`src/rtl/fp_mul_pkg.sv`:
```
// Shared widths and FSM encoding for the iterative carry-save mantissa multiplier.
package fp_mul_pkg;

    localparam int MANT_W        = 24;
    localparam int PROD_W        = 48;
    localparam int BITS_PER_ITER = 4;
    localparam int N_ITER        = 6;
    localparam int ITER_W        = 3;

    typedef enum logic {
        IDLE = 1'b0,
        RUN  = 1'b1
    } state_t;

endpackage

```
`src/rtl/csa_3to2.sv`:
```
// 3:2 carry-save adder over a full product-width word; purely combinational, no backpressure.
// The carry vector comes out pre-shifted by one with bit W dropped, so sum + carry is exact mod 2^W.
module csa_3to2 #(
    parameter int W = 48
) (
    input  logic [W-1:0] a,
    input  logic [W-1:0] b,
    input  logic [W-1:0] c,
    output logic [W-1:0] sum,
    output logic [W-1:0] carry
);

    assign sum   = a ^ b ^ c;
    assign carry = {(a[W-2:0] & b[W-2:0]) | (a[W-2:0] & c[W-2:0]) | (b[W-2:0] & c[W-2:0]), 1'b0};

endmodule

```
`src/rtl/csa_mult_iter.sv`:
```
// 24x24 radix-16 iterative multiplier leaving a 48-bit carry-save pair; valid pulses 6 cycles after start.
// One multiply in flight; start is ignored (not queued) while busy is high.
module csa_mult_iter
    import fp_mul_pkg::*;
(
    input  logic              clk,
    input  logic              nreset,
    input  logic              start,
    input  logic [MANT_W-1:0] mant_a,
    input  logic [MANT_W-1:0] mant_b,
    output logic              busy,
    output logic              valid,
    output logic [PROD_W-1:0] s9_final,
    output logic [PROD_W-1:0] c9_final
);

    state_t              state, next_state;
    logic [PROD_W-1:0]   a_reg, s_acc, c_acc;
    logic [MANT_W-1:0]   b_reg;
    logic [ITER_W-1:0]   iter;
    logic                last_iter;

    logic [PROD_W-1:0]   pp [BITS_PER_ITER];
    logic [PROD_W-1:0]   s1, c1, s2, c2, s3, c3, s4, c4;

    assign busy      = (state == RUN);
    assign last_iter = (iter == ITER_W'(N_ITER - 1));

    always_comb begin
        for (int i = 0; i < BITS_PER_ITER; i++) begin
            pp[i] = b_reg[i] ? (a_reg << i) : '0;
        end
    end

    // Six operands (four partial products plus the running pair) folded down to two.
    csa_3to2 #(.W(PROD_W)) u_csa_l1 (.a(pp[0]), .b(pp[1]),  .c(pp[2]), .sum(s1), .carry(c1));
    csa_3to2 #(.W(PROD_W)) u_csa_l2 (.a(pp[3]), .b(s_acc),  .c(c_acc), .sum(s2), .carry(c2));
    csa_3to2 #(.W(PROD_W)) u_csa_l3 (.a(s1),    .b(c1),     .c(s2),    .sum(s3), .carry(c3));
    csa_3to2 #(.W(PROD_W)) u_csa_l4 (.a(s3),    .b(c3),     .c(c2),    .sum(s4), .carry(c4));

    always_ff @(posedge clk or negedge nreset) begin
        if (!nreset) begin
            state <= IDLE;
        end else begin
            state <= next_state;
        end
    end

    always_comb begin
        next_state = state;
        case (state)
            IDLE:    if (start)     next_state = RUN;
            RUN:     if (last_iter) next_state = IDLE;
            default:                next_state = IDLE;
        endcase
    end

    always_ff @(posedge clk or negedge nreset) begin
        if (!nreset) begin
            a_reg    <= '0;
            b_reg    <= '0;
            s_acc    <= '0;
            c_acc    <= '0;
            iter     <= '0;
            valid    <= 1'b0;
            s9_final <= '0;
            c9_final <= '0;
        end else begin
            valid <= 1'b0;
            if (state == IDLE) begin
                if (start) begin
                    a_reg <= {{(PROD_W - MANT_W){1'b0}}, mant_a};
                    b_reg <= mant_b;
                    s_acc <= '0;
                    c_acc <= '0;
                    iter  <= '0;
                end
            end else begin
                a_reg <= a_reg << BITS_PER_ITER;
                b_reg <= b_reg >> BITS_PER_ITER;
                s_acc <= s4;
                c_acc <= c4;
                iter  <= iter + ITER_W'(1);
                if (last_iter) begin
                    s9_final <= s4;
                    c9_final <= c4;
                    valid    <= 1'b1;
                end
            end
        end
    end

endmodule
```
`config.mk`:
```
export PLATFORM = sky130hd
export DESIGN_NAME = csa_mult_iter
export DESIGN_NICKNAME = d
export VERILOG_FILES = /design/src/rtl/fp_mul_pkg.sv /design/src/rtl/csa_3to2.sv /design/src/rtl/csa_mult_iter.sv
export SDC_FILE = /design/constraint.sdc
export NUM_CORES = 1
export LEC_CHECK = 0
export ABC_CLOCK_PERIOD_IN_PS = 2800
export CORE_ASPECT_RATIO = 1.4
export CORE_MARGIN = 4
export CORE_UTILIZATION = 47
export DETAILED_ROUTE_END_ITERATION = 7
export PLACE_DENSITY = 0.71
export SETUP_SLACK_MARGIN = 0.15
export SLEW_MARGIN = 30
export SYNTH_ARGS = -nofsm -noshare
export SYNTH_HDL_FRONTEND = slang
export SYNTH_SLANG_ARGS = --single-unit
```
`constraint.sdc`:
```
create_clock -name clk -period 2.8 [get_ports clk]
set_clock_uncertainty 0.1 [all_clocks]
set_input_delay 0.56 -clock clk [delete_from_list [all_inputs] [get_ports clk]]
set_output_delay 0.56 -clock clk [all_outputs]
set_load 0.005 [all_outputs]
```
==> flow_summary.yaml, run 1 <==
route:
  drtPass1Iterations: 5
  wire_per_inst_um: 16.05
  dr.first_iter.drc_count: 625
  drc_errors: 0
  wirelength_mm: 35.27
  num_vias: 11064
  ant_nets: 0
  routed_via_density: 5.034
synth:
  synth_top_family_by_area: "adder cells"
  synth_compound_area_share_pct: 6.832
  synth-main-ff-cell: "dfrtp_1"
  syn_area_per_cell_sq_um: 9.623
  yosysSeqAreaShare_pct: 42.30
  synth_top_area_share_pct: 42.30
  synth_common_cells: "nand2_1 (597), dfrtp_1 (265), inv_1 (221), fa_1 (178), o31ai_1 (83)"
  synthArstFlopShare_pct: 100.0
  ys_types: 22
  synth_mux_area_share_pct: 3.225
  synth_top_cell_by_area: "dfrtp_1"
  synth-simple-area-share_pct: 15.92
  synth_most_common_cell: "nand2_1"
  synth.cell_area_sq_um: 15680
  syn_inst: 1629
  yosys_register_bits: 265
  synth_area_leaders: "dfrtp_1 (42%), fa_1 (23%), nand2_1 (14%), inv_1 (5.3%), o31ai_1 (4.0%)"
  synth-edff-count: 0
  yosysWarnings: 0
  synth-xor-area-share_pct: 0.5667
  synth_fa_ha_area_share_pct: 23.37
pwr:
  power.density_nw_per_um2: 1010
  leakagePower_uw: 0.008839
  peakVddDrop_mv: 0.5176
  total_power_uw: 19060
placement:
  gp_congestion: 0.8134
  dp_hpwl_mm: 24.43
  numPortBuffers: 146
  placed_area_sq_um: 17690
  place_ws_ns: 0.03493
critical_path:
  path_class: "register to register"
  crit_required_ns: 3.15
  worstPathArrival_ns: 3.07
  start_kind: "register"
  cp_max_fo: 25
  cp-end-kind: "register"
grt:
  grt_max_degree: 102
  grt_pass1_wl_mm: 60.69
  antenna_found_initial: 0
  grt_pass1_vias: 12265
  track_usage_pct: 20.13
  grt-ovfl-total: 0
clock_tree:
  clock_path_buffers: 3
  clkSinkCount: 265
  cts.htree.levels: 1
  clk_latency_ns: 0.54
  cts_tree: "built"
  root_buffer: "clkbuf_16"
  cts_buffers: 27
  clkTransAtPathRegs_ns: 0.06
sta:
  period_minus_slack_ns: 2.716
  worst_hold_slack_ns: 0.3698
  finalHoldViolations: 0
  worstMarginPinSlew_ns: 0.9478
  fin_crit_sh_pct: 96.99
  slew_headroom_pct: 36.81
  rsz0062_at_grt: "yes"
  layout_setup_ws_ns: 0.08428
  fmax_mhz: 368.2
  setup_viol: 0
  finalMaxSlewViolations: 0
floorplan:
  pin_count: 149
  design.core.area_sq_um: 32690
  die_area_sq_um: 36380
  die_h_um: 224.1
  start_util_pct: 47.95
  dieWidth_um: 162.4
  rows: 78
job:
  drv_cap: 0
final_layout:
  fillerInstances: 2767
  finalInstanceArea_sq_um: 18880
  drive_gt1_share_pct: 9.101
  diodes: 0
  syn_to_final_growth_pct: 20.46
  nets: 1976
worst_hold_path:
  min_path_type: "primary input to register"
status:
  status: "completed"
## path summary, 6_finish.rpt
check / from / endpoint / slack, ns / depth (start not counted)
max: b_reg[3] / s_acc[8] / 0.08 / 8
min: start / iter[1] / 0.37 / 2
max reg2reg: b_reg[3] / s_acc[8] / 0.08 / 8
min reg2reg: c9_final[37] / c9_final[37] / 0.37 / 2
max in group asynchronous: nreset / s_acc[31] / 1.42 / 3
min in group asynchronous: nreset / b_reg[22] / 0.43 / 2
## metrics by stage
step	util, %	setup TNS (ns)	std cells
floorplan	-	0	1630
global placement	54.10	0	2148
detailed placement	54.11	0	2148
CTS	57.01	0	2198
global route	57.76	-0.01786	2198
finish	57.76	0	2198
## power breakdown
part / switching [uW] / internal, uW / leakage [uW]
sequential: 1050 / 5230 / 0.00352
combinational: 5010 / 4020 / 0.00487
clock: 1530 / 2220 / 0.000455
total: 7600 / 11500 / 0.00884
## cell families after synthesis
logic type,after synthesis
fa+ha+maj,186
mux,50
simple gates,642
flops,265
buf+inv,316
xor+xnor,7
compound gates,162
other cells,1
## cell usage in the layout (no fill, tap or decap), types with 3 or more instances in the layout
master	n
a22o_1	14
and2_1	7
buf_12	13
buf_4	14
bufinv_16	3
clkbuf_16	27
clkbuf_8	7
clkdlybuf4s50_1	144
clkinv_2	8
dfrtp_1	260
dfrtp_2	4
fa_1	143
fa_2	35
ha_1	8
inv_1	217
inv_2	3
mux2i_1	49
nand2_1	567
nand2_2	22
nand2_4	8
nand2b_1	27
nor2_1	10
o21ai_0	65
o31ai_1	75
o31ai_2	8
xor2_1	3
## repair_timing
item,CTS,global route
hold buffers,1,0
endpoints found under the setup margin,55,125
buffers inserted,1,0
pin swaps,0,9
resized for setup,3,84
endpoints found under the hold margin,45,0
## routing by layer
metal / share of wire (%) / global-route usage (%) / up-vias
met5: 0 / 0 / -
met4: 2.6 / 6.470 / 0
met3: 4.2 / 3.111 / 59
met2: 52 / 35.39 / 227
met1: 41 / 25.61 / 5611
li1: - / - / 5167
## critical path, cell delays in order (launching register included)
cell	delay, ns
dfrtp_2	0.42
buf_12	0.20
nand2_1	0.09
fa_1	0.47
fa_1	0.56
inv_1	0.06
fa_2	0.54
nand2_1	0.08
o31ai_2	0.10
## final cells by class
type | count | area [sq um] | area share, %
multi-input combinational | 1049 | 8088 | 42.83
sequential | 265 | 6640 | 35.16
timing repair buffer | 175 | 1854 | 9.820
inverter | 221 | 830.8 | 4.400
clock buffer | 36 | 779.5 | 4.128
tap | 440 | 550.5 | 2.915
clock inverter | 12 | 140.1 | 0.7421
(Power assumes the default switching activity.)
==> inputs of run 2 (changes only) <==
--- a/config.mk
+++ b/config.mk
@@ -5,7 +5,7 @@
 export SDC_FILE = /design/constraint.sdc
 export NUM_CORES = 1
 export LEC_CHECK = 0
-export ABC_CLOCK_PERIOD_IN_PS = 2800
+export ABC_CLOCK_PERIOD_IN_PS = 2480
 export CORE_ASPECT_RATIO = 1.4
 export CORE_MARGIN = 4
 export CORE_UTILIZATION = 47
==> constraint.sdc (replaced) <==
create_clock -name clk -period 2.48 [get_ports clk]
set_clock_uncertainty 0.1 [all_clocks]
set_input_delay 0.496 -clock clk [delete_from_list [all_inputs] [get_ports clk]]
set_output_delay 0.496 -clock clk [all_outputs]
set_load 0.005 [all_outputs]
==> run 2 against run 1 <==
  * The flow now finishes with violations (negative setup slack)
  * First-iteration DRC count shrank 3.2%
  * Via count grew 4.7%
  * Sequential share of layout area shrank 3.5 points
  * Maximum frequency shrank 3.8%
  * Combinational power grew 43%
  * Clock-buffer cell count grew 2
  * Largest cell class unchanged
  * Critical path depth grew 2
  * Global-route usage grew 0.81 points
==> flow_summary.yaml, run 2 (same netlist as run 1, synthesis figures left out) <==
pwr:
  peakVddDrop_mv: 0.7649
  power_frac_seq_pct: 29.4
  total_power_uw: 24740
  swShare_pct: 40.25
  p_sw_uw: 9958
  p_int_uw: 14790
  power_frac_clock_pct: 18.5
  combinationalPowerShare_pct: 52.1
  leakagePower_uw: 0.01037
  power.density_nw_per_um2: 1178
critical_path:
  worst-r2r-cell-count: 10
  cp-end-kind: "register"
  critical_path_depth: 10
  cp_common_cell: "fa_1"
  critical-path-top-delay-family: "adder cells"
  start_kind: "register"
  crit_required_ns: 2.84
  cp_slowest_stage_delay_ns: 0.54
  worstPathArrival_ns: 3.19
  cp_max_fo: 6
  cp-startpoint: "b_reg[2]"
  r2r_slack_ns: -0.34
  path_class: "register to register"
  crit_chain: "buf_12 -> buf_8 -> buf_4 -> nand2_4 -> fa_1 -> fa_1 -> inv_2 -> fa_2 -> nand2_1 -> o31ai_1"
  critPathBufInv: 4
  r2r-end: "s_acc[9]"
  r2r-start: "b_reg[2]"
  cp_slowest_cell: "fa_2"
  endpoint: "s_acc[9]"
sta:
  period_minus_slack_ns: 2.823
  slew_headroom_pct: 40.47
  rsz0062_at_grt: "yes"
  fin_crit_sh_pct: 113.8
  worstMarginPinSlew_ns: 0.8930
  setup_viol: 181
  finalHoldViolations: 0
  layout_setup_ws_ns: -0.3433
  finalMaxSlewViolations: 0
  fmax_mhz: 354.2
clock_tree:
  clk_latency_ns: 0.56
  cts.htree.levels: 1
  root_buffer: "clkbuf_16"
  clock_path_buffers: 3
  cts_tree: "built"
  clkSinkCount: 265
  clkTransAtPathRegs_ns: 0.06
  cts_buffers: 28
route:
  wire_per_inst_um: 17.06
  routed_via_density: 5.056
  num_vias: 11589
  drtPass1Iterations: 5
  ant_nets: 0
  wirelength_mm: 39.10
  dr.first_iter.drc_count: 605
  drc_errors: 0
final_layout:
  final_common_cell: "nand2_1"
  diodes: 0
  final_core_util_pct: 64.23
  syn_to_final_growth_pct: 33.95
  final_cells: 2292
  drive_gt1_share_pct: 25.11
  fillerInstances: 2517
  nets: 2068
  final_cell_mix: "nand2_1 (419), dfrtp_1 (257), inv_1 (205)"
grt:
  antenna_found_initial: 0
  track_usage_pct: 20.93
  grt_pass1_wl_mm: 62.53
  grt_max_degree: 199
  grt-ovfl-total: 0
  grt_pass1_vias: 12338
floorplan:
  dieWidth_um: 162.4
  start_util_pct: 47.95
  die_area_sq_um: 36380
  pin_count: 149
  rows: 78
  die_h_um: 224.1
  design.core.area_sq_um: 32690
job:
  drv_cap: 0
worst_hold_path:
  whs_path_depth: 2
  min_path_type: "primary input to register"
status:
  status: "finished with violations"
  violations: "negative setup slack"
placement:
  numPortBuffers: 146
  gp_congestion: 0.8173
  dp.cells: 2203
  dp_hpwl_mm: 25.29
  place_ws_ns: -0.3172
## run 2: per-stage QoR
stage	area, sq um	TNS (ns)	hold WS [ns]
6_report	21000	-35.32	0.2850
4_1_cts	20160	-30.39	0.2757
2_1_floorplan	16410	-5.373	0.1004
3_3_place_gp	18600	-25.04	0.3602
5_1_grt	21000	-48.89	0.2896
3_5_place_dp	18620	-30.36	0.3617
## run 2: per-layer routing
| layer | global-route usage (%) | wire, um | vias up |
|---|---|---|---|
| li1 | - | - | 5358 |
| met1 | 25.99 | 15520 | 5908 |
| met2 | 37.82 | 20800 | 246 |
| met3 | 3.147 | 1658 | 77 |
| met4 | 6.224 | 1124 | 0 |
| met5 | 0 | 0 | - |
## run 2: repair_timing
action	4_1_cts	5_1_grt
setup buffers	8	15
hold buffers	1	0
cloned	3	11
hold endpoints to repair	50	0
gates resized for setup	106	134
pin swaps	36	55
setup endpoints to repair	182	182
## run 2: cell type report
class / instances / area, sq um / share of cell area (%)
Clock inverter: 13 / 192.7 / 0.9176
Multi-Input combinational cell: 1049 / 9017 / 42.94
Clock buffer: 38 / 809.5 / 3.855
Inverter: 221 / 830.8 / 3.956
Timing Repair Buffer: 266 / 2952 / 14.06
Sequential cell: 265 / 6646 / 31.65
Tap cell: 440 / 550.5 / 2.622
## run 2: worst reg2reg max path, cell delays in order (launching register included)
cell and delay, ns:
dfrtp_4 0.49, buf_12 0.16, buf_8 0.14, buf_4 0.14, nand2_4 0.05, fa_1 0.41, fa_1 0.51, inv_2 0.04
fa_2 0.54, nand2_1 0.06, o31ai_1 0.10
## run 2: worst min-delay path by stage
| stage | end | startpoint |
|---|---|---|
| global route | a_reg[45] | start |
| floorplan | a_reg[0] | nreset |
| finish | a_reg[46] | start |
| detailed placement | c9_final[20] | c9_final[20] |
| global placement | s9_final[39] | s9_final[39] |
| CTS | a_reg[46] | start |
## run 2: power groups by stage
stage	combinational (uW)	clock (uW)	sequential, uW
CTS	11700	4670	7250
detailed placement	10900	0	7230
floorplan	7300	0	6920
finish	12900	4580	7290
global placement	10400	0	7190
global route	14300	4840	7480
==> inputs of run 3 (changes only) <==
--- a/config.mk
+++ b/config.mk
@@ -11,7 +11,7 @@
 export CORE_UTILIZATION = 47
 export DETAILED_ROUTE_END_ITERATION = 7
 export PLACE_DENSITY = 0.71
-export SETUP_SLACK_MARGIN = 0.15
+export SETUP_SLACK_MARGIN = 0.3
 export SLEW_MARGIN = 30
 export SYNTH_ARGS = -nofsm -noshare
 export SYNTH_HDL_FRONTEND = slang
==> run 3 against run 2 <==
  * The run still ends with negative setup slack left
  * Power is 3.1% lower
  * Cell area shrank 1.7%
  * Combinational power shrank 5%
  * Clock power shrank 3%
  * First-iteration DRC count is 9.1% higher
  * Hold slack got worse by 0.040 ns
  * Non-clock buffer count shrank 17
  * Largest cell class unchanged
==> flow_summary.yaml, run 3 (same netlist as run 1, synthesis figures left out) <==
clock_tree:
  clk_latency_ns: 0.56
  clock_path_buffers: 3
  cts_buffers: 28
  clkSinkCount: 265
  cts_tree: "built"
  clkTransAtPathRegs_ns: 0.07
  root_buffer: "clkbuf_16"
  cts.htree.levels: 1
status:
  status: "finished with violations"
  violations: "negative setup slack"
final_layout:
  final_cell_mix: "nand2_1 (443), dfrtp_1 (258), inv_1 (198)"
  syn_to_final_growth_pct: 31.64
  final_cells: 2274
  drive_gt1_share_pct: 23.01
  final_core_util_pct: 63.12
  nets: 2051
  final_common_cell: "nand2_1"
  diodes: 0
floorplan:
  pin_count: 149
  design.core.area_sq_um: 32690
  rows: 78
  start_util_pct: 47.95
  die_h_um: 224.1
  die_area_sq_um: 36380
  dieWidth_um: 162.4
route:
  wirelength_mm: 38.21
  routed_via_density: 5.061
  drc_errors: 0
  ant_nets: 0
  wire_per_inst_um: 16.80
  num_vias: 11508
  drtPass1Iterations: 7
  dr.first_iter.drc_count: 660
critical_path:
  start_kind: "register"
  cp-end-kind: "register"
  crit_required_ns: 2.85
  r2r-start: "b_reg[2]"
  r2r-end: "s_acc[20]"
  cp_max_fo: 7
  worst-r2r-cell-count: 9
  worstPathArrival_ns: 3.17
  r2r_slack_ns: -0.33
  path_class: "register to register"
worst_hold_path:
  whs_path_depth: 2
  min_path_type: "primary input to register"
  holdCritStartpoint: "start"
  hold_end: "c_acc[42]"
placement:
  dp.cells: 2200
  dp_hpwl_mm: 24.97
  numPortBuffers: 146
  gp_congestion: 0.8551
pwr:
  combinationalPowerShare_pct: 51.3
  swShare_pct: 40.33
  p_sw_uw: 9669
  power_frac_clock_pct: 18.5
  power.density_nw_per_um2: 1162
  leakagePower_uw: 0.01008
  p_int_uw: 14310
  power_frac_seq_pct: 30.3
  peakVddDrop_mv: 0.6947
sta:
  layout_setup_ws_ns: -0.3272
  finalMaxSlewViolations: 0
  finalHoldViolations: 0
  period_minus_slack_ns: 2.807
  fmax_mhz: 356.2
  fin_crit_sh_pct: 113.2
  setup_viol: 181
  worstMarginPinSlew_ns: 0.6618
  slew_headroom_pct: 55.88
  rsz0062_at_grt: "yes"
grt:
  grt_pass1_vias: 12614
  grt_max_degree: 149
  antenna_found_initial: 0
  track_usage_pct: 20.95
  grt-ovfl-total: 0
  grt_pass1_wl_mm: 62.91
job:
  drv_cap: 0
-- run 3: worst max path at each step --
stage,start,endpoint,slack [ns]
global route,b_reg[2],s_acc[20],-0.37
finish,b_reg[2],s_acc[20],-0.33
CTS,b_reg[2],s_acc[20],-0.29
floorplan,b_reg[1],s_acc[46],-0.10
global placement,b_reg[0],s_acc[7],-0.25
detailed placement,b_reg[0],s_acc[13],-0.29
-- run 3: cell type report --
| cell class | instances | area, sq um |
|---|---|---|
| Tap cell | 440 | 550.5 |
| Multi-Input combinational cell | 1049 | 8857 |
| Clock inverter | 6 | 82.58 |
| Clock buffer | 44 | 892.1 |
| Fill cell | 2573 | 12060 |
| Timing Repair Buffer | 249 | 2778 |
| Sequential cell | 265 | 6645 |
| Inverter | 221 | 830.8 |
-- run 3: critical path, cell delays in order, from the launching register on --
cell       delay (ns)
dfrtp_4          0.51
buf_12           0.14
clkbuf_16        0.15
nand2_4          0.05
fa_1             0.52
fa_1             0.51
inv_1            0.06
fa_2             0.55
nand2_1          0.05
o31ai_1          0.08
-- run 3: through the flow --
step	total power, uW	setup WS (ns)	instance area, sq um	TNS [ns]	hold slack, ns
finish	23970	-0.3272	20640	-31.17	0.2452
floorplan	14220	-0.1036	16410	-5.373	0.1004
CTS	23110	-0.2894	19920	-26.35	0.2233
global route	25960	-0.3738	20640	-44.70	0.2395
detailed placement	18120	-0.2876	18640	-24.99	0.3163
global placement	17630	-0.2494	18640	-21.81	0.3133
-- run 3: layer usage --
| layer | vias to the layer above | track usage (%) | share of wire (%) |
|---|---|---|---|
| met4 | 0 | 6.470 | 2.9 |
| met5 | - | 0 | 0 |
| met1 | 5838 | 26.75 | 40 |
| li1 | 5330 | - | - |
| met3 | 70 | 3.019 | 4.9 |
| met2 | 270 | 36.99 | 52 |
-- run 3: repair_timing --
action | 4_1_cts | 5_1_grt
hold buffers | 1 | 0
hold endpoints to repair | 34 | 0
buffers inserted | 8 | 3
cloned | 3 | 9
pin swaps | 9 | 68
gates resized for setup | 44 | 145
endpoints found under the setup margin | 183 | 187
-- run 3: power groups by stage --
stage | sequential (uW) | combinational [uW] | clock, uW
detailed placement | 7230 | 10900 | 0
finish | 7260 | 12300 | 4430
CTS | 7160 | 11400 | 4530
global placement | 7210 | 10400 | 0
floorplan | 6920 | 7300 | 0
global route | 7450 | 13800 | 4710
